$ cat src/rtl/morse_digit_keyer.sv
`default_nettype none
// ============================================================================
//  Module   : morse_digit_keyer
//  Purpose  : Sends one decimal digit (0-9) as its five-element International
//             Morse pattern. Times marks (dot = 1 unit, dash = 3 units), the
//             1-unit spaces between elements and a 3-unit trailing gap.
//             Produces a keying level and a gated square-wave tone.
//  Ports    : clk, rst        - clock, synchronous active-high reset
//             start, digit    - request strobe and digit, taken when ready
//             abort           - cancel a transmission in progress
//             ready, busy     - idle / transmitting
//             key_on, beep    - keying level and tone while keyed
//             elem_idx        - current element 0..4 (0 when idle)
//             done, err       - completion pulse / bad-digit pulse
//  Revision : 1.0 - initial release
// ============================================================================
module morse_digit_keyer #(
    parameter int UNIT_TICKS = 200,
    parameter int TONE_HALF  = 1
) (
    input  logic       clk,
    input  logic       rst,
    input  logic       start,
    input  logic [3:0] digit,
    input  logic       abort,
    output logic       ready,
    output logic       busy,
    output logic       key_on,
    output logic       beep,
    output logic [2:0] elem_idx,
    output logic       done,
    output logic       err
);

    localparam int C_TW = $clog2(3 * UNIT_TICKS + 1);
    localparam int C_NW = $clog2(TONE_HALF + 1);

    // Counters load "duration - 1" and the state ends when they reach 0.
    localparam logic [C_TW-1:0] C_DOT_LOAD  = C_TW'(UNIT_TICKS - 1);
    localparam logic [C_TW-1:0] C_DASH_LOAD = C_TW'(3 * UNIT_TICKS - 1);
    localparam logic [C_TW-1:0] C_TW_ONE    = C_TW'(1);
    localparam logic [C_NW-1:0] C_TONE_LAST = C_NW'(TONE_HALF - 1);
    localparam logic [C_NW-1:0] C_NW_ONE    = C_NW'(1);

    typedef enum logic [1:0] {
        ST_IDLE  = 2'd0,
        ST_MARK  = 2'd1,
        ST_SPACE = 2'd2,
        ST_TAIL  = 2'd3
    } state_t;

    state_t          state_q, state_d;
    logic [C_TW-1:0] tcnt_q,  tcnt_d;
    logic [C_NW-1:0] tone_q,  tone_d;
    logic            beep_q,  beep_d;
    logic [2:0]      elem_q,  elem_d;
    // Bit 0 always describes the current element (1 = dash); shifted right
    // as each element completes.
    logic [4:0]      mask_q,  mask_d;
    logic            done_q,  done_d;
    logic            err_q,   err_d;
    logic [4:0]      new_mask;

    // Dash mask for a digit, bit e = element e.
    function automatic logic [4:0] dash_mask(input logic [3:0] d);
        logic [4:0] m;
        int         dv;
        m  = '0;
        dv = int'(d);
        for (int e = 0; e < 5; e++) begin
            if (dv == 0)      m[e] = 1'b1;
            else if (dv <= 5) m[e] = (e >= dv);
            else              m[e] = (e < dv - 5);
        end
        return m;
    endfunction

    always_comb begin
        state_d  = state_q;
        tcnt_d   = tcnt_q;
        elem_d   = elem_q;
        mask_d   = mask_q;
        done_d   = 1'b0;
        err_d    = 1'b0;
        new_mask = dash_mask(digit);

        case (state_q)
            ST_IDLE: begin
                if (start) begin
                    if (digit <= 4'd9) begin
                        mask_d  = new_mask;
                        elem_d  = 3'd0;
                        state_d = ST_MARK;
                        tcnt_d  = new_mask[0] ? C_DASH_LOAD : C_DOT_LOAD;
                    end else begin
                        err_d = 1'b1;
                    end
                end
            end
            ST_MARK: begin
                if (tcnt_q == '0) begin
                    if (elem_q < 3'd4) begin
                        state_d = ST_SPACE;
                        tcnt_d  = C_DOT_LOAD;
                    end else begin
                        state_d = ST_TAIL;
                        tcnt_d  = C_DASH_LOAD;
                    end
                end else begin
                    tcnt_d = tcnt_q - C_TW_ONE;
                end
            end
            ST_SPACE: begin
                if (tcnt_q == '0) begin
                    state_d = ST_MARK;
                    elem_d  = elem_q + 3'd1;
                    mask_d  = mask_q >> 1;
                    tcnt_d  = mask_q[1] ? C_DASH_LOAD : C_DOT_LOAD;
                end else begin
                    tcnt_d = tcnt_q - C_TW_ONE;
                end
            end
            ST_TAIL: begin
                if (tcnt_q == '0) begin
                    state_d = ST_IDLE;
                    elem_d  = 3'd0;
                    done_d  = 1'b1;
                end else begin
                    tcnt_d = tcnt_q - C_TW_ONE;
                end
            end
            default: begin
                state_d = ST_IDLE;
                tcnt_d  = '0;
                elem_d  = 3'd0;
            end
        endcase

        // Abort only affects an active transmission; in IDLE a simultaneous
        // start is still honoured by the case above.
        if (abort && (state_q != ST_IDLE)) begin
            state_d = ST_IDLE;
            tcnt_d  = '0;
            elem_d  = 3'd0;
            done_d  = 1'b0;
        end
    end

    // Tone runs only across consecutive MARK cycles, so every mark begins
    // with beep low and anything else forces it low.
    always_comb begin
        tone_d = '0;
        beep_d = 1'b0;
        if ((state_q == ST_MARK) && (state_d == ST_MARK)) begin
            if (tone_q == C_TONE_LAST) begin
                tone_d = '0;
                beep_d = ~beep_q;
            end else begin
                tone_d = tone_q + C_NW_ONE;
                beep_d = beep_q;
            end
        end
    end

    always_ff @(posedge clk) begin
        if (rst) begin
            state_q <= ST_IDLE;
            tcnt_q  <= '0;
            tone_q  <= '0;
            beep_q  <= 1'b0;
            elem_q  <= 3'd0;
            mask_q  <= '0;
            done_q  <= 1'b0;
            err_q   <= 1'b0;
        end else begin
            state_q <= state_d;
            tcnt_q  <= tcnt_d;
            tone_q  <= tone_d;
            beep_q  <= beep_d;
            elem_q  <= elem_d;
            mask_q  <= mask_d;
            done_q  <= done_d;
            err_q   <= err_d;
        end
    end

    assign ready    = (state_q == ST_IDLE);
    assign busy     = ~ready;
    assign key_on   = (state_q == ST_MARK);
    assign beep     = beep_q;
    assign elem_idx = elem_q;
    assign done     = done_q;
    assign err      = err_q;

endmodule
`default_nettype wire
$ cat config.mk
export PLATFORM = sky130hd
export DESIGN_NAME = morse_digit_keyer
export DESIGN_NICKNAME = d
export VERILOG_FILES = /design/src/rtl/morse_digit_keyer.sv
export SDC_FILE = /design/constraint.sdc
export NUM_CORES = 1
export LEC_CHECK = 0
export BUFFER_PORTS_ARGS = -buffer_cell sky130_fd_sc_hd__buf_2
export CORE_MARGIN = 2
export CORE_UTILIZATION = 30
export DETAILED_ROUTE_END_ITERATION = 8
export HOLD_SLACK_MARGIN = 0.15
export MAX_ROUTING_LAYER = met4
export PLACE_DENSITY = 0.58
export SETUP_SLACK_MARGIN = 0.2
export SLEW_MARGIN = 20
export SYNTH_ARGS = -nofsm -noshare
export SYNTH_HDL_FRONTEND = slang
export SYNTH_SLANG_ARGS = --single-unit
$ cat constraint.sdc
create_clock -name clk -period 1.6 [get_ports clk]
set_input_delay 0.08 -clock clk [delete_from_list [all_inputs] [get_ports clk]]
set_output_delay 0.08 -clock clk [all_outputs]
set_load 0.05 [all_outputs]
==> impl_metrics.json <==
{
  "ir_drop_uv": 550,
  "synth_edf_count": 0,
  "p_leak_nw": 1.00,
  "place_congestion": 0.892,
  "syn_nets": 198,
  "end_kind": "flip-flop",
  "start_util": 0.307,
  "layout.nets": 269,
  "yosysSeqAreaShare": 0.297,
  "root_buffer": "clkbuf_8",
  "setup_ws_ps": -203,
  "cpPeakStageDelay_ps": 520,
  "viasPerCell": 5.08,
  "power.density_mw_per_mm2": 951,
  "syn_avg_cell_area_sq_um": 8.47,
  "dpl_worst_slack_ps": -146,
  "hold_viol_final": 0,
  "synth_common_cells": "dfxtp_1 (23), nor2_1 (18), a21oi_1 (13)",
  "synth_warnings": 0,
  "holdPathStages": 3,
  "synth_ff_type": "dfxtp_1",
  "ys_seq_elements": 23,
  "fin_crit_sh": 1.13,
  "finalSetupViolations": 14,
  "drt_first_pass_iters": 4,
  "grt_usage": 0.170,
  "startpoint_type": "flip-flop",
  "cts_tree": "built",
  "cts_sinks": 23,
  "fmax_ghz": 0.555,
  "synth_most_common_cell": "dfxtp_1",
  "path_cells": "inv_2 -> ha_4 -> nor3b_4 -> buf_6 -> nand2_1 -> or4_1 -> a21oi_2",
  "cts_buffers": 3,
  "period_minus_slack_ps": 1800,
  "drv_cap": 0,
  "rows": 26,
  "ys_types": 58,
  "synthArstFlopShare": 0,
  "worst-path-buf-inv": 2,
  "hpwl_um": 3250,
  "ant_nets": 0,
  "drc_errors": 0,
  "drive_gt1_frac": 0.482,
  "dieArea_sq_mm": 0.00576,
  "fin_hold_ws_ps": 193,
  "wl_um": 4590,
  "synth_area_leader_cell": "dfxtp_1",
  "min_path_type": "in2reg",
  "outcome": "finished with violations",
  "finalClockSkew_ps": 1.71,
  "violations": "negative setup slack",
  "clkLatencyLatePin_ps": 270,
  "drtIter0Drc": 87,
  "pin_count": 17,
  "crit_slowest_cell": "or4_1",
  "maxSlewViolCount": 0,
  "critPathTopFamily": "simple AND/OR/NAND/NOR gates",
  "die_w_um": 75.9,
  "required_ps": 1800,
  "die_h_um": 75.9,
  "placed_area_sq_mm": 0.00203,
  "worstSetupPathType": "reg2reg",
  "clockBufferDepth": 2,
  "yosysTopAreaCellShare": 0.297,
  "grt_first_pass_wirelength_um": 7220,
  "tns_ps": -1530,
  "crit_cells": 7,
  "yosys-top-cells-area": "dfxtp_1 (30%), ha_1 (5.6%), nor2_1 (4.4%)",
  "port_buffers": 16,
  "grt_pass1_vias": 1589,
  "vias": 1640,
  "rsz0062_at_grt": "yes",
  "diodes": 0,
  "cts.reportedPaths.clkPinSlew_ps": 90,
  "synthCells": 183,
  "grt-ovfl-total": 0,
  "synthesis.area_sq_mm": 0.00155,
  "reg2regPathDepth": 7,
  "area_delta_synth_final_pct": 54.4,
  "cp.arrival_ps": 2000,
  "grt_start_max_net_pins": 15,
  "final_cell_area_sq_mm": 0.00239,
  "core_sq_mm": 0.00504,
  "htreeDepth": 1,
  "cp_max_fo": 5,
  "routedWlPerCell_um": 14.2,
  "antenna_found_initial": 0
}
cell families after synthesis:
group | share of synthesized area
buf+inv | 0.0500
simple gates | 0.257
flops | 0.297
xor+xnor | 0.0226
fa+ha+maj | 0.0565
compound gates | 0.295
other cells | 0.00242
mux | 0.0194
flip-flops by register name, indices dropped and copies added (netlist names):
signal,flops
beep,1
done,1
elem_idx,3
err,1
mask_q,4
state_q,2
tcnt_q,10
tone_q,1
power breakdown:
group          leakage, nW  internal, W  total [W]  switching, W
clock               0.0217     0.000177   0.000382      0.000205
sequential           0.190     0.000630   0.000688     0.0000578
combinational        0.789     0.000608    0.00121      0.000599
total                 1.00      0.00141    0.00228      0.000862
routing by layer:
layer / vias to the layer above / global-route usage / routed length [um]
met5: - / - / 0
met4: 0 / 0.0468 / 95
met3: 8 / 0.0357 / 116
met2: 25 / 0.278 / 2240
met1: 778 / 0.211 / 2140
li1: 829 / - / -
through the flow:
stage / std cells / util / total power, W
final: 323 / 0.475 / 0.00228
after global routing: 323 / 0.475 / 0.00240
after CTS: 316 / 0.456 / 0.00218
after detailed placement: 299 / 0.403 / 0.00161
after global placement: 299 / 0.403 / 0.00160
after floorplan: 183 / - / 0.00129
repair_timing:
action	4_1_cts	5_1_grt
pin swaps	13	9
hold endpoints to repair	4	0
cloned	0	0
endpoints found under the setup margin	22	23
hold buffers	3	0
resized for setup	29	14
setup buffers	10	7
path summary, 6_finish.rpt:
| check | to | from | slack [ps] |
|---|---|---|---|
| setup / recovery | tcnt_q[8]$_SDFFE_PP0P_ | tcnt_q[0]$_SDFFE_PP0P_ | -200 |
| hold / removal | err$_SDFF_PP0_ | digit[3] | 190 |
| setup reg to reg | tcnt_q[8]$_SDFFE_PP0P_ | tcnt_q[0]$_SDFFE_PP0P_ | -200 |
| hold reg to reg | mask_q[2]$_SDFFE_PP0P_ | mask_q[2]$_SDFFE_PP0P_ | 490 |
cell type report:
type                    count  area, sq um
fillers                   498         2650
well taps                  70         87.6
clock buffers               3         41.3
repair buffers             74          581
multi-input cells         142         1170
clock inverters             1         7.51
inverters                  10         41.3
flip-flops and latches     23          468
cells in the final DEF (no fill, tap or decap), types with 3 or more instances in the layout:
cell type,netlist,final
buf_6,0,10
dfxtp_1,23,19
clkbuf_8,0,3
dfxtp_2,0,3
nand2b_1,5,4
nor3_1,7,4
inv_1,10,7
o21ai_1,2,4
nor3_4,2,3
nor2b_1,3,3
a21oi_2,2,4
o31ai_1,3,3
nor2_1,18,14
a21oi_1,13,10
buf_4,1,47
ha_1,7,6
buf_2,5,13
mux2i_1,3,3
a311oi_1,3,3
o21ai_0,11,7
nand2_1,7,6
o41ai_2,2,3
dlygate4sd3_1,0,3
worst register-to-register path, delay by kind of cell, from the launching register on:
kind                       cells  cell delay (ps)
AOI/OAI and AO/OA              1              180
adders and majority gates      1              130
buffers and inverters          2              220
DFF                            1              350
and+or+nand+nor                3              860
Note: power is estimated with default switching activity, not from simulation.
